### src/rtl/seg_number_display_if.sv
// Load/handshake bundle between a number source and seg_number_display.
// The master drives the value and control strobes; the display returns busy/done.
interface seg_number_display_if #(
  parameter int unsigned WIDTH = 20
);
  logic [WIDTH-1:0] value;
  logic             load;
  logic             dec_mode;
  logic             blank_lz;
  logic             blink;
  logic             busy;
  logic             done;

  modport master (
    output value, load, dec_mode, blank_lz, blink,
    input  busy, done
  );

  modport slave (
    input  value, load, dec_mode, blank_lz, blink,
    output busy, done
  );
endinterface

### src/rtl/seg_number_display.sv
// Registered 7-segment driver for HEX0..HEX5: hex or double-dabble decimal display with
// leading-zero blanking and overflow dashes. Optional blinking is enabled by defining SEG_BLINK_EN.
module seg_number_display #(
  parameter int unsigned NUM_DIGITS        = 6,
  parameter int unsigned WIDTH             = 20,
  parameter int unsigned BLINK_HALF_PERIOD = 25000000
) (
  input  logic                clk,
  input  logic                rst,
  seg_number_display_if.slave bus,
  output logic [6:0]          HEX0,
  output logic [6:0]          HEX1,
  output logic [6:0]          HEX2,
  output logic [6:0]          HEX3,
  output logic [6:0]          HEX4,
  output logic [6:0]          HEX5
);

  localparam int unsigned CNT_W = (WIDTH > 1) ? $clog2(WIDTH) : 1;
  localparam logic [6:0]  SEG_BLANK = 7'b1111111;
  localparam logic [6:0]  SEG_DASH  = 7'b0111111;

  typedef enum logic [1:0] {IDLE, CONV, OUT} state_t;

  state_t             state, state_nxt;
  logic               busy;
  logic [31:0]        digits;
  logic [31:0]        adj;
  logic [WIDTH-1:0]   shift;
  logic [CNT_W-1:0]   cnt;
  logic               blz_q;
  logic               done_q;
  logic [5:0][6:0]    hex_q;
  logic [5:0][6:0]    hex_nxt;
  logic               ovf;
  logic               nz;
  logic               off;

  function automatic logic [6:0] glyph(input logic [3:0] d);
    case (d)
      4'h0: glyph = 7'b1000000;
      4'h1: glyph = 7'b1111001;
      4'h2: glyph = 7'b0100100;
      4'h3: glyph = 7'b0110000;
      4'h4: glyph = 7'b0011001;
      4'h5: glyph = 7'b0010010;
      4'h6: glyph = 7'b0000010;
      4'h7: glyph = 7'b1111000;
      4'h8: glyph = 7'b0000000;
      4'h9: glyph = 7'b0010000;
      4'hA: glyph = 7'b0001000;
      4'hB: glyph = 7'b0000011;
      4'hC: glyph = 7'b1000110;
      4'hD: glyph = 7'b0100001;
      4'hE: glyph = 7'b0000110;
      default: glyph = 7'b0001110;
    endcase
  endfunction

  always_ff @(posedge clk) begin
    if (rst) state <= IDLE;
    else     state <= state_nxt;
  end

  always_comb begin
    state_nxt = state;
    busy      = 1'b0;
    case (state)
      IDLE: if (bus.load) state_nxt = bus.dec_mode ? CONV : OUT;
      CONV: begin
        busy = 1'b1;
        if (cnt == CNT_W'(WIDTH - 1)) state_nxt = OUT;
      end
      OUT: begin
        busy      = 1'b1;
        state_nxt = IDLE;
      end
      default: state_nxt = IDLE;
    endcase
  end

  // add-3 correction applied to every BCD digit before each shift
  always_comb begin
    adj = '0;
    for (int unsigned i = 0; i < 8; i++) begin
      adj[4*i +: 4] = (digits[4*i +: 4] >= 4'd5) ? digits[4*i +: 4] + 4'd3 : digits[4*i +: 4];
    end
  end

  // The same digit register holds hex nibbles or BCD, so overflow and blanking share one rule.
  always_comb begin
    ovf = 1'b0;
    for (int unsigned i = 0; i < 8; i++) begin
      if (i >= NUM_DIGITS && digits[4*i +: 4] != 4'd0) ovf = 1'b1;
    end
    nz      = 1'b0;
    hex_nxt = '1;
    for (int unsigned k = 0; k < 6; k++) begin
      int unsigned idx;
      idx = 5 - k;
      if (idx < NUM_DIGITS) begin
        nz = nz | (digits[4*idx +: 4] != 4'd0);
        if (ovf)                            hex_nxt[idx] = SEG_DASH;
        else if (blz_q && !nz && idx != 0)  hex_nxt[idx] = SEG_BLANK;
        else                                hex_nxt[idx] = glyph(digits[4*idx +: 4]);
      end
    end
  end

  always_ff @(posedge clk) begin
    if (rst) begin
      digits <= '0;
      shift  <= '0;
      cnt    <= '0;
      blz_q  <= 1'b0;
      done_q <= 1'b0;
      hex_q  <= '1;
    end else begin
      done_q <= 1'b0;
      case (state)
        IDLE: if (bus.load) begin
          blz_q <= bus.blank_lz;
          cnt   <= '0;
          if (bus.dec_mode) begin
            shift  <= bus.value;
            digits <= '0;
          end else begin
            digits <= 32'(bus.value);
          end
        end
        CONV: begin
          digits <= {adj[30:0], shift[WIDTH-1]};
          shift  <= shift << 1;
          cnt    <= cnt + 1'b1;
        end
        OUT: begin
          hex_q  <= hex_nxt;
          done_q <= 1'b1;
        end
        default: ;
      endcase
    end
  end

`ifdef SEG_BLINK_EN
  localparam int unsigned BW = (BLINK_HALF_PERIOD > 1) ? $clog2(BLINK_HALF_PERIOD) : 1;
  logic [BW-1:0] blink_cnt;
  logic          phase_off;

  always_ff @(posedge clk) begin
    if (rst || !bus.blink) begin
      blink_cnt <= '0;
      phase_off <= 1'b0;
    end else if (blink_cnt == BW'(BLINK_HALF_PERIOD - 1)) begin
      blink_cnt <= '0;
      phase_off <= ~phase_off;
    end else begin
      blink_cnt <= blink_cnt + 1'b1;
    end
  end

  assign off = phase_off;
`else
  logic unused_blink;
  assign unused_blink = ^{bus.blink, BLINK_HALF_PERIOD};
  assign off = 1'b0;
`endif

  assign bus.busy = busy;
  assign bus.done = done_q;

  // unused digits are already blank, so the off phase can simply blank everything
  assign HEX0 = off ? SEG_BLANK : hex_q[0];
  assign HEX1 = off ? SEG_BLANK : hex_q[1];
  assign HEX2 = off ? SEG_BLANK : hex_q[2];
  assign HEX3 = off ? SEG_BLANK : hex_q[3];
  assign HEX4 = off ? SEG_BLANK : hex_q[4];
  assign HEX5 = off ? SEG_BLANK : hex_q[5];

endmodule

### src/flat_wrapper.sv
// flat-port wrapper written by rule: the top's interface ports become plain ports
module seg_number_display_flat 
#(
  parameter int unsigned NUM_DIGITS        = 6,
  parameter int unsigned WIDTH             = 20,
  parameter int unsigned BLINK_HALF_PERIOD = 25000000
)
  (clk, rst, HEX0, HEX1, HEX2, HEX3, HEX4, HEX5, bus_value, bus_load, bus_dec_mode, bus_blank_lz, bus_blink, bus_busy, bus_done);
  seg_number_display_if #(.WIDTH(WIDTH)) bus_i ();
  input  logic clk;
  input  logic rst;
  output logic [6:0] HEX0;
  output logic [6:0] HEX1;
  output logic [6:0] HEX2;
  output logic [6:0] HEX3;
  output logic [6:0] HEX4;
  output logic [6:0] HEX5;
  input wire logic [$bits(bus_i.value)-1:0] bus_value;
  input wire logic [$bits(bus_i.load)-1:0] bus_load;
  input wire logic [$bits(bus_i.dec_mode)-1:0] bus_dec_mode;
  input wire logic [$bits(bus_i.blank_lz)-1:0] bus_blank_lz;
  input wire logic [$bits(bus_i.blink)-1:0] bus_blink;
  output wire logic [$bits(bus_i.busy)-1:0] bus_busy;
  output wire logic [$bits(bus_i.done)-1:0] bus_done;
  assign bus_i.value = bus_value;
  assign bus_i.load = bus_load;
  assign bus_i.dec_mode = bus_dec_mode;
  assign bus_i.blank_lz = bus_blank_lz;
  assign bus_i.blink = bus_blink;
  assign bus_busy = bus_i.busy;
  assign bus_done = bus_i.done;
  seg_number_display #(.NUM_DIGITS(NUM_DIGITS), .WIDTH(WIDTH), .BLINK_HALF_PERIOD(BLINK_HALF_PERIOD)) u_core (.clk(clk), .rst(rst), .bus(bus_i), .HEX0(HEX0), .HEX1(HEX1), .HEX2(HEX2), .HEX3(HEX3), .HEX4(HEX4), .HEX5(HEX5));
endmodule
### config.mk
export PLATFORM = sky130hd
export DESIGN_NAME = seg_number_display_flat
export DESIGN_NICKNAME = d
export VERILOG_FILES = /design/src/rtl/seg_number_display_if.sv /design/src/rtl/seg_number_display.sv /design/src/flat_wrapper.sv
export SDC_FILE = /design/constraint.sdc
export NUM_CORES = 1
export LEC_CHECK = 0
export ABC_AREA = 0
export BUFFER_PORTS_ARGS = -buffer_cell sky130_fd_sc_hd__buf_2
export CORE_AREA = 10 10 170 172
export CTS_CLUSTER_SIZE = 8
export DETAILED_ROUTE_END_ITERATION = 6
export DIE_AREA = 0 0 180 182
export PLACE_DENSITY = 0.45
export SLEW_MARGIN = 20
export SYNTH_ARGS = -nofsm -noshare
export SYNTH_HDL_FRONTEND = slang
export SYNTH_SLANG_ARGS = --single-unit
### constraint.sdc
create_clock -name clk -period 2.7 [get_ports clk]
set_clock_uncertainty 0.1 [all_clocks]
set_input_delay 0.27 -clock clk [delete_from_list [all_inputs] [get_ports clk]]
set_output_delay 0.27 -clock clk [all_outputs]
set_load 0.005 [all_outputs]
==> results.py <==
metrics = {
    "run_status": {
        "outcome": "finished, final reports clean",
    },
    "routing": {
        "final_antenna_net_count": 0,
        "drt_iter0_drc": 260,
        "drt_drc_violations_left": 0,
        "wire_per_inst_um": 15.41,
        "via_per_inst": 4.748,
        "routed_wl_um": 20640,
        "detailroute.via_count": 6358,
        "drt-pass1-iter-count": 4,
    },
    "die": {
        "core.rowCount": 59,
        "design.core.area_um2": 25620,
        "floorplan.die.height_um": 182,
        "floorplan.initialDensity": 0.2930,
        "die-area_um2": 32760,
        "io_pins": 70,
        "die-width_um": 180,
    },
    "cts": {
        "ctsLongestPathBuffers": 2,
        "tritoncts_num_sinks": 145,
        "tritoncts": "built",
        "cts_hold_buf": 0,
        "path_clk_slew_ns": 0.06,
        "clock_latency_on_the_worst_skew_pair_ns": 0.42,
        "clk_root_buffer_cell": "clkbuf_16",
        "tritoncts.num_buffers": 17,
        "cts-htree-levels": 4,
    },
    "cells_and_area": {
        "area_growth_pct": 32.22,
        "most_common_library_cell_in_the_layout_ignoring_fill_and_taps": "dfxtp_1",
        "finalNonFillerCells": 1339,
        "layout.cell_area.non_filler_um2": 9925,
        "fillers": 2532,
        "layout.cells.most_common_list": "dfxtp_1, buf_4, nor2_1, buf_2, ha_1",
        "antenna_cells_inserted": 0,
        "layout.nets": 1080,
        "drive_gt1_frac": 0.3008,
    },
    "yosys": {
        "synth_seq_area_share": 0.3867,
        "synth_edf_count": 0,
        "postSynthRegisterBits": 145,
        "ys.flop_type": "dfxtp_1",
        "synth_cell_type_count": 72,
        "synth_async_sr_flop_share": 0,
        "mappedNetlistNets": 906,
        "mappedNetlistArea_um2": 7506,
        "yosysWarnings": 0,
        "synth_cells": 818,
        "share_of_yosys_cell_area_claimed_by_the_top_area_cell_type": 0.3867,
        "post_synth.cell_area_avg_um2": 9.176,
        "synth.top_cells.by_area": "dfxtp_1, ha_1, mux2i_1, o22ai_1, nor2_1",
        "synthDominantAreaCellType": "dfxtp_1",
    },
    "worst_hold_path": {
        "worstHoldEndpoint": "u_core.blz_q",
        "whs_path_depth": 3,
        "worst_hold_startpoint": "bus_blank_lz",
        "min-delay-path-class": "primary input to flop",
    },
    "setup_path": {
        "cp-end-kind": "flop",
        "register_to_register_setup_slack_ns": 0.08,
        "start_kind": "flop",
        "worstSetupPathType": "flop to flop",
        "worst-endpoint-required_ns": 2.90,
        "regToRegStartpoint": "u_core.state[0]",
        "crit_arrival_ns": 2.83,
        "ff2ff_path_depth": 12,
        "worst_path_maximum_fanout": 5,
    },
    "place": {
        "numPortBuffers": 68,
        "gp_congestion": 0.7982,
        "dpl_cell_area_um2": 9126,
        "place.detailed.hpwl_um": 15690,
        "placed_cells_incl_taps": 1304,
    },
    "power_and_ir_drop": {
        "p_per_area_nw_per_um2": 689.3,
        "total_switching_power_mw": 1.983,
        "internal-power_mw": 4.858,
        "sw_frac_of_total": 0.2899,
        "total_power_mw": 6.841,
        "seq_power_share": 0.373,
        "p_leak_nw": 4.042,
        "share_clk_of_total_power": 0.374,
        "power.combinational.fraction": 0.253,
        "irDropWorstVdd_mv": 0.4633,
    },
    "timing": {
        "rsz_0062_raised_after_global_routing": "true",
        "worstMarginPinSlew_ns": 0.5936,
        "min_period_ns": 2.625,
        "final-max-slew-violation-count": 0,
        "relSlewSlack": 0.6039,
        "layout_worst_path_cycle_share": 0.9722,
        "number_of_failing_hold_endpoints_at_the_final_stage": 0,
        "worst_hold_slack_ns": 0.02609,
        "setup-violations-final": 0,
        "achievable-frequency_mhz": 381.0,
        "setup_tns_ns": 0,
    },
    "grt": {
        "antenna_found_initial": 1,
        "first_global_vias": 6308,
        "grt_use_total": 0.1262,
        "grt_first_pass_wirelength_um": 33830,
        "globalRouteOverflowTotal": 0,
        "grt_max_degree": 40,
    },
    "run": {
        "max_cap_viol_count": 0,
    },
}
## cell type report
cell class | instances | area (um^2) | share of cell area
multi-input cells | 570 | 4283 | 0.4315
flip-flops and latches | 145 | 2904 | 0.2926
repair buffers | 207 | 1454 | 0.1465
clock buffers | 20 | 456.7 | 0.04602
well taps | 335 | 419.2 | 0.04223
inverters | 51 | 230.2 | 0.02320
clock inverters | 11 | 177.7 | 0.01790
## power groups by stage
| stage | combinational (mW) | sequential, mW | clock (mW) |
|---|---|---|---|
| after detailed placement | 1.69 | 2.60 | 0 |
| final | 1.73 | 2.55 | 2.56 |
| after global placement | 1.69 | 2.60 | 0 |
| after global routing | 1.93 | 2.58 | 2.73 |
| after floorplan | 1.00 | 2.58 | 0 |
| after CTS | 1.71 | 2.55 | 2.64 |
## critical path: stages, from the launching register on
cell	delay [ns]
dfxtp_1	0.33
inv_1	0.08
ha_4	0.19
mux2i_4	0.21
buf_12	0.15
buf_4	0.16
a32oi_2	0.16
nor2_2	0.07
a311o_2	0.35
buf_4	0.17
ha_1	0.32
mux2i_1	0.14
mux2i_1	0.08
## Yosys cell counts, drive strengths merged, types with 5 or more instances
| cell type | count |
|---|---|
| dfxtp | 145 |
| nor2 | 72 |
| ha | 62 |
| nand2 | 56 |
| inv | 49 |
| mux2i | 45 |
| o22ai | 43 |
| o21ai | 41 |
| a21oi | 39 |
| buf | 36 |
| a211oi | 31 |
| nand2b | 18 |
| clkbuf | 16 |
| nor3 | 15 |
| nand3b | 11 |
| a221oi | 9 |
| nor3b | 9 |
| xnor2 | 8 |
| and2 | 7 |
| and3 | 7 |
| xor2 | 7 |
| o31ai | 6 |
| a22oi | 5 |
| a311o | 5 |
| a32oi | 5 |
| mux2 | 5 |
| nand3 | 5 |
| nand4 | 5 |
| or2 | 5 |
## worst max-delay path by stage
stage	cells after the start	end	start	slack (ns)
2_1_floorplan	10	flop	u_core.state[0]	-0.05
3_3_place_gp	8	flop	u_core.state[1]	-0.06
3_5_place_dp	8	flop	u_core.state[1]	-0.10
4_1_cts	10	flop	u_core.state[0]	-0.01
5_1_grt	12	flop	u_core.state[0]	-0.03
6_report	12	flop	u_core.state[0]	0.08
## cell families after synthesis
kind of cell / share of synthesized area
AO/OA/AOI/OAI: 0.1977
flip-flops: 0.3867
adder cells (fa/ha/maj): 0.1034
buffers and inverters: 0.06751
AND/OR/NAND/NOR: 0.1467
XOR/XNOR: 0.01750
multiplexers: 0.08051
## repair_timing
item | 4_1_cts | 5_1_grt
endpoints found under the hold margin | 0 | 0
pin swaps | 1 | 8
setup buffers | 1 | 3
endpoints found under the setup margin | 11 | 28
gates resized for setup | 8 | 21
## layer usage
layer / track usage / share of wire / vias up / wire length (um)
li1: - / - / 3295 / -
met4: 0.03936 / 0.014 / 2 / 293
met1: 0.1525 / 0.46 / 2944 / 9484
met5: 0 / 0.00044 / - / 9
met3: 0.02744 / 0.034 / 24 / 710
met2: 0.2183 / 0.49 / 93 / 10140
## stage by stage
stage / setup slack [ns] / util
final: 0.07519 / 0.3874
after global routing: -0.02922 / 0.3874
after CTS: -0.009881 / 0.3829
after detailed placement: -0.1041 / 0.3563
after global placement: -0.06094 / 0.3563
after floorplan: -0.04594 / -
No activity file was read; power rests on OpenSTA's default activity.
